## config.mk

```make
export PLATFORM = sky130hd
export DESIGN_NAME = fetch_ctrl
export DESIGN_NICKNAME = d
export VERILOG_FILES = /design/src/rtl/fetch_ctrl_pkg.sv /design/src/rtl/fetch_ctrl.sv
export SDC_FILE = /design/constraint.sdc
export NUM_CORES = 1
export LEC_CHECK = 0
export ABC_AREA = 1
export BUFFER_PORTS_ARGS = -buffer_cell sky130_fd_sc_hd__buf_2
export CORE_MARGIN = 1
export CORE_UTILIZATION = 46
export CTS_CLUSTER_DIAMETER = 120
export DETAILED_ROUTE_END_ITERATION = 8
export GPL_ROUTABILITY_DRIVEN = 0
export GPL_TIMING_DRIVEN = 0
export HOLD_SLACK_MARGIN = 0.15
export PLACE_DENSITY = 0.77
export SLEW_MARGIN = 20
export SYNTH_ARGS = -nofsm -noshare
export SYNTH_HDL_FRONTEND = slang
export SYNTH_SLANG_ARGS = --single-unit
```

## constraint.sdc

```tcl
create_clock -name clk -period 1.5 [get_ports clk]
set_input_delay 0.075 -clock clk [delete_from_list [all_inputs] [get_ports clk]]
set_output_delay 0.075 -clock clk [all_outputs]
set_load 0.05 [all_outputs]
```

## src/rtl/fetch_ctrl_pkg.sv

```systemverilog
// fetch_ctrl_pkg: shared widths, reset-PC default, fetch FSM state encoding
// and a small alignment helper used by the fetch sequencer.
package fetch_ctrl_pkg;

  localparam int DATA_WIDTH = 32;

  localparam logic [DATA_WIDTH-1:0] RESET_PC_DEFAULT = 32'h0000_0000;

  typedef enum logic [2:0] {
    FETCH_IDLE  = 3'd0,
    FETCH_REQ   = 3'd1,
    FETCH_WAIT  = 3'd2,
    FETCH_HOLD  = 3'd3,
    FETCH_DRAIN = 3'd4,
    FETCH_HALT  = 3'd5
  } fetch_state_e;

  // Instruction addresses must sit on a 4-byte boundary.
  function automatic logic is_word_aligned(input logic [DATA_WIDTH-1:0] addr);
    return (addr[1:0] == 2'b00);
  endfunction

endpackage

```

## src/rtl/fetch_ctrl.sv

```systemverilog
// fetch_ctrl: instruction-fetch sequencer owning the architectural PC.
// Issues one outstanding fetch at a time over a valid/ready request channel,
// buffers the returned word for decode, and squashes wrong-path fetches when
// a redirect arrives. A misaligned redirect target halts fetch until reset.
//
// Ports:
//   clk, rst_n                         clock, async active-low reset
//   stall                              suppresses new fetch requests
//   redirect_valid, redirect_pc        one-cycle redirect to a new target
//   imem_req_valid/ready, imem_req_addr   fetch request channel (addr = pc)
//   imem_rsp_valid, imem_rsp_data      one response per accepted request
//   if_valid/ready, if_instr, if_pc    buffered instruction towards decode
//   misalign_fault                     sticky misaligned-redirect flag
module fetch_ctrl
  import fetch_ctrl_pkg::*;
#(
  parameter logic [DATA_WIDTH-1:0] RESET_PC = RESET_PC_DEFAULT
) (
  input  logic                  clk,
  input  logic                  rst_n,
  input  logic                  stall,
  input  logic                  redirect_valid,
  input  logic [DATA_WIDTH-1:0] redirect_pc,
  output logic                  imem_req_valid,
  input  logic                  imem_req_ready,
  output logic [DATA_WIDTH-1:0] imem_req_addr,
  input  logic                  imem_rsp_valid,
  input  logic [DATA_WIDTH-1:0] imem_rsp_data,
  output logic                  if_valid,
  input  logic                  if_ready,
  output logic [DATA_WIDTH-1:0] if_instr,
  output logic [DATA_WIDTH-1:0] if_pc,
  output logic                  misalign_fault
);

  fetch_state_e          state_r;
  logic [DATA_WIDTH-1:0] pc_r;
  logic [DATA_WIDTH-1:0] if_instr_r;
  logic [DATA_WIDTH-1:0] if_pc_r;
  logic                  fault_r;
  logic                  redirect_ok_s;
  logic                  req_fire_s;

  // A redirect forces the request low in the same cycle so the PC is free
  // to change without breaking the valid/ready hold rule.
  assign imem_req_valid = (state_r == FETCH_REQ) && !stall && !redirect_valid;
  assign imem_req_addr  = pc_r;
  // Hide the buffered word during a redirect so decode cannot consume it.
  assign if_valid       = (state_r == FETCH_HOLD) && !redirect_valid;
  assign if_instr       = if_instr_r;
  assign if_pc          = if_pc_r;
  assign misalign_fault = fault_r;

  assign redirect_ok_s  = is_word_aligned(redirect_pc);
  assign req_fire_s     = imem_req_valid && imem_req_ready;

  // Fetch FSM: state, pc, instruction buffer and fault flag.
  always_ff @(posedge clk or negedge rst_n) begin
    if (!rst_n) begin
      state_r    <= FETCH_IDLE;
      pc_r       <= RESET_PC;
      if_instr_r <= 32'h0000_0000;
      if_pc_r    <= 32'h0000_0000;
      fault_r    <= 1'b0;
    end else begin
      case (state_r)
        FETCH_IDLE: state_r <= FETCH_REQ;
        FETCH_HALT: state_r <= FETCH_HALT;
        FETCH_REQ, FETCH_WAIT, FETCH_DRAIN, FETCH_HOLD: begin
          if (redirect_valid) begin
            if (!redirect_ok_s) begin
              fault_r <= 1'b1;
              state_r <= FETCH_HALT;
            end else begin
              pc_r <= redirect_pc;
              // With a fetch in flight, wait out its stale response unless
              // it is arriving right now.
              if ((state_r == FETCH_WAIT) || (state_r == FETCH_DRAIN)) begin
                state_r <= imem_rsp_valid ? FETCH_REQ : FETCH_DRAIN;
              end else begin
                state_r <= FETCH_REQ;
              end
            end
          end else begin
            case (state_r)
              FETCH_REQ: begin
                if (req_fire_s) begin
                  state_r <= FETCH_WAIT;
                end
              end
              FETCH_WAIT: begin
                if (imem_rsp_valid) begin
                  if_instr_r <= imem_rsp_data;
                  if_pc_r    <= pc_r;
                  pc_r       <= pc_r + 32'd4;
                  state_r    <= FETCH_HOLD;
                end
              end
              FETCH_DRAIN: begin
                if (imem_rsp_valid) begin
                  state_r <= FETCH_REQ;
                end
              end
              FETCH_HOLD: begin
                if (if_ready) begin
                  state_r <= FETCH_REQ;
                end
              end
              default: state_r <= FETCH_IDLE;
            endcase
          end
        end
        default: state_r <= FETCH_IDLE;
      endcase
    end
  end

endmodule
```

# == Word level (Yosys, flattened, before mapping) ==
# Index checks and enable logic that the tools add are counted.
# word_totals
out_inout_bits,99
ff_bits,100
in_bits,71
# op_classes
eq_ne,10
muxes,14
n_bitwise,2
n_addsub,1
reduce_logical,16
# op_table
cell,n
$mux 32,4
$add 32x3->32 const B,1
$mux 3,8
$ne 4x4->1 const B,4
$pmux 3 s4,1
$reduce_and 4->1,3
$pmux 3 s3,1
$eq 3x2->1 const B,2
$eq 3x3->1 const B,2
$logic_and 1x1->1,4
$reduce_bool 2->1,2
$reduce_or 4->1,1
$eq 3x1->1 const B,1
$logic_not 3->1,1
$reduce_and 3->1,1
$logic_not 1->1,2
$logic_not 2->1,1
$ne 2x1->1 const B,1
$not 1->1,2
$logic_or 1x1->1,1

# == Longest topological paths before layout ==
# logic_depth
word_depth,8
ltp_mapped,12

# == Worst setup path before layout ==
# No wires, ideal clock.
# synth_timing
path_type,reg2reg
from,reg state_r[0]
to,reg state_r[1]
synth_period_minus_slack_ps,2162
path_buffers,0
t_required_ps,1378
stages_incl_launch_ff,8
arrival_time_ps,2040
path_slack_ps,-662
path_cell_list,dfrtp_1 inv_1 nor3_1 nand2_1 nand2_1 nor2_1 nand2_1 o21ai_1
# synth_between
elab_chain_len,6
elab_cells_between_ends,21
classes_between,eq/ne (9); mux (5); reduce/logical (7)
# synth_lines
element,line,source
"start, declared",fetch_ctrl.sv:36,fetch_state_e state_r;
"start signal, assigned",fetch_ctrl.sv:79,state_r <= imem_rsp_valid ? FETCH_REQ : FETCH_DRAIN;
$eq 3x2->1 (tied with other cells),"fetch_ctrl.sv:66, fetch_ctrl.sv:78, fetch_ctrl.sv:85",
$logic_or 1x1->1 / $logic_and 1x1->1 (equally long branches),"fetch_ctrl.sv:78, fetch_ctrl.sv:46",
$mux 3 / $logic_and 1x1->1 (equally long branches),"fetch_ctrl.sv:78, fetch_ctrl.sv:46",
$mux 3 / $logic_and 1x1->1 (equally long branches),"fetch_ctrl.sv:71, fetch_ctrl.sv:55",
$mux 3 / $ne 4x4->1 (equally long branches),-,
$pmux 3 s3 / $reduce_and 4->1 (equally long branches),-,
# Several ways; a longest one is shown, not always the timed one.
# A chain may end at the register's enable or synchronous reset.

# == Worst setup path after layout ==
# layout_timing
from,reg state_r[2]
to,"reg pc_r[27], in the netlist imem_req_addr[27]"
# layout_between
elab_chain_len,3
elab_cells_between_ends,7
classes_between,eq/ne (4); reduce/logical (3)
# layout_lines
element,line,source
$eq 3x1->1 (tied with other cells),fetch_ctrl.sv:66,case (state_r)
$reduce_or 4->1 / $reduce_bool 2->1 (equally long branches),-,
$reduce_and 4->1 (no source line) *,-,
"end signal, assigned",fetch_ctrl.sv:75,pc_r <= redirect_pc;
"end signal, assigned",fetch_ctrl.sv:95,pc_r <= pc_r + 32'd4;
"end, declared",fetch_ctrl.sv:37,logic [DATA_WIDTH-1:0] pc_r;
# Every way passes the cells marked *; elsewhere a longest branch is shown, timed or not.

==> flow_summary_export.csv <==
group,metric,value,unit
run_status,status,"complete, but fails checks",
run_status,violations,"negative setup slack",
placed_design,hpwl,11.0,mm
critical_path,path_cells,"inv_2, nand2_4, inv_2, nand4_4, buf_12, nand2_8, clkinv_8, clkbuf_16, nor2_2, nand2_1, nand2_1",
logic_synthesis,synth_async_sr_flop_share,100,%
critical_path,critical_path_class,"flip-flop to flip-flop",
routing,wl_met2,8.81,mm
critical_path,cp_slowest_cell,"dfrtp_1",
floorplanning,die_y,107,microns
sta,fin_crit_sh,106,%
logic_synthesis,synth.most_common_cell,"nand2_1",
logic_synthesis,synth-seq-cells,100,
global_routing,antenna_found_initial,0,
global_routing,grt_pass1_wl,25.7,mm
sta,drv_slew,0,
cells_and_area,area_growth,60.4,%
cells_and_area,final_core_utilization,75.7,%
routing,wl_met3,1.50,mm
pwr,p_per_area,2070,nW/um^2
floorplanning,die_area,11500,sq um
sta,worst_clock_skew,0.0140,ns
routing,finalWirelength,17.9,mm
clock_tree,clk_pin_slew,0.10,ns
critical_path,crit_path_max_fanout,6,
floorplanning,rows,38,
flow_run,max-cap-violations,0,
critical_path,crit_buf_inv,5,
clock_tree,numClockSinks,100,
routing,first_pass_iters,6,
logic_synthesis,synth_ff_type,"dfrtp_1",
pwr,total_power,17.0,mW
logic_synthesis,ys_types,29,
placed_design,place_ws,-0.155,ns
sta,hold_viol_final,0,
floorplanning,die_x,107,microns
global_routing,grt_overflow,0,
logic_synthesis,yosys-top-cells-count,"nand2_1, dfrtp_1, nor2_1, inv_1, nand3_1",
routing,drt-met1-wl,7.07,mm
clock_tree,numCtsBuffers,9,
critical_path,critPathLaunchType,"flip-flop",
critical_path,cpLargestDelayFamily,"buffers and inverters",
sta,finalCriticalPeriod,1.60,ns
critical_path,crit_arrival,1.91,ns
clock_tree,cts_tree,"built",
global_routing,grt_use_total,29.1,%
global_routing,first_global_vias,5393,
routing,ant_nets,0,
floorplanning,initial_core_util,47.2,%
routing,wl_per_cell,15.6,microns
sta,worst_slew_pin_slew,0.597,ns
critical_path,required,1.82,ns
sta,whs,0.194,ns
routing,num_vias,5934,
routing,maxUsedRoutingLayer,"met4",
clock_tree,insertion_delay,0.38,ns
critical_path,endpoint_kind,"flip-flop",
logic_synthesis,synth_area_per_cell,7.21,sq um
sta,rsz0062_at_grt,"true",
sta,relSlewSlack,60.2,%
logic_synthesis,synth_edf_count,0,
floorplanning,core,10800,sq um
hold_path,hold_path_class,"input pin to flip-flop",
logic_synthesis,yosysWarnings,0,
routing,drt-initial-drc-count,460,
sta,setup_viol,85,
sta,setup_tns,-2.93,ns
global_routing,grt_max_degree,77,
logic_synthesis,synth_nets,781,
cells_and_area,n_antenna_cell,0,
logic_synthesis,synth_top_area_cell,"dfrtp_1",
cells_and_area,nets,1075,
sta,clock.fmax,626,MHz
logic_synthesis,yosys-top-cells-area,"dfrtp_1, nand2_1, nor2_1, nand3_1, o21ai_0",
floorplanning,io_pins,170,
pwr,leakage,4.18,nW
placed_design,port_buffers,169,
cells_and_area,layout-drive-gt1-share,37.7,%
logic_synthesis,ys_seq_area_share,48.9,%
logic_synthesis,syn_area,5110,sq um
routing,drc_errors,0,
clock_tree,cts-root-buf,"clkbuf_8",
clock_tree,cts_buffer_depth,2,
critical_path,critical_path.max_stage_delay,0.45,ns
clock_tree,htree_levels,3,
logic_synthesis,synth_top_area_share,48.9,%
sta,setup_ws,-0.0974,ns
logic_synthesis,synthCells,709,
pwr,max-vdd-ir-drop,1710,uV
routing,via_per_inst,5.17,
## final timing paths
check	from	end	slack, ns	cells after the start
worst min-delay path	redirect_pc[6]	imem_req_addr[6]	0.19	5
worst max-delay path	state_r[2]	imem_req_addr[27]	-0.1	11
worst max register to register	state_r[2]	imem_req_addr[27]	-0.1	11
max in group asynchronous	rst_n	imem_req_addr[2]	0.19	4
worst min register to register	if_instr[9]	if_instr[9]	0.48	2
min in group asynchronous	rst_n	if_instr[22]	0.66	3
## per-stage QoR
step | instances | cell area, sq um
detailed placement | 1019 | 6240
finish | 1148 | 8200
global route | 1148 | 8200
floorplan | 709 | 5180
CTS | 1118 | 7300
global placement | 1018 | 6200
## sequential cells by signal, indices dropped and copies added (netlist names)
signal,count
if_instr,32
imem_req_addr,32
misalign_fault,1
state_r,3
if_pc,32
## cells by family after synthesis
kind of cell / share of synthesized area (%)
xor+xnor: 0.171
fa+ha+maj: 0.245
simple gates: 37.3
compound gates: 6.48
flops: 48.9
buf+inv: 6.90
## worst register-to-register path: stages, from the launching register on
cell       delay [ns]
dfrtp_1          0.45
inv_2            0.12
nand2_4          0.09
inv_2            0.08
nand4_4          0.11
buf_12           0.16
nand2_8          0.08
clkinv_8         0.09
clkbuf_16        0.18
nor2_2           0.07
nand2_1          0.05
nand2_1          0.06
## area by class of cell
type | instances | area [sq um]
multi-input combinational | 535 | 2710
buffer | 26 | 285
inverter | 48 | 203
timing repair buffer | 283 | 2090
fill | 767 | 2640
sequential | 100 | 2530
tap | 140 | 175
clock inverter | 5 | 60.1
clock buffer | 11 | 141
## per-layer routing
layer	track usage, %	vias to the layer above
li1	-	2799
met1	36.0	2775
met2	49.9	317
met3	5.75	43
met4	11.4	0
met5	0	-
## power by group
group          switching, mW  leakage [nW]  internal, mW
Combinational           7.26          2.82          2.82
Sequential              1.17          1.26          3.96
Clock                  0.969        0.0999         0.825
Total                   9.40          4.18          7.61
## layout by cell type (no fill, tap or decap), types with 13 or more instances in the layout
| cell | count |
|---|---|
| dfrtp_1 | 75 |
| inv_1 | 39 |
| nor2_4 | 27 |
| buf_4 | 32 |
| dlygate4sd3_1 | 69 |
| buf_2 | 166 |
| nand2_4 | 13 |
| nor2_1 | 62 |
| nand3_1 | 38 |
| nand2_1 | 284 |
| nand2_2 | 22 |
| dfrtp_2 | 25 |
| o21ai_1 | 20 |
## what timing repair did
| item | in CTS | in global routing |
|---|---|---|
| pin swaps | 7 | 23 |
| cloned | 0 | 9 |
| resized for setup | 20 | 167 |
| hold endpoints to repair | 164 | 0 |
| buffers inserted | 14 | 21 |
| hold buffers | 69 | 0 |
| endpoints found under the setup margin | 85 | 98 |
(Power assumes the default switching activity.)
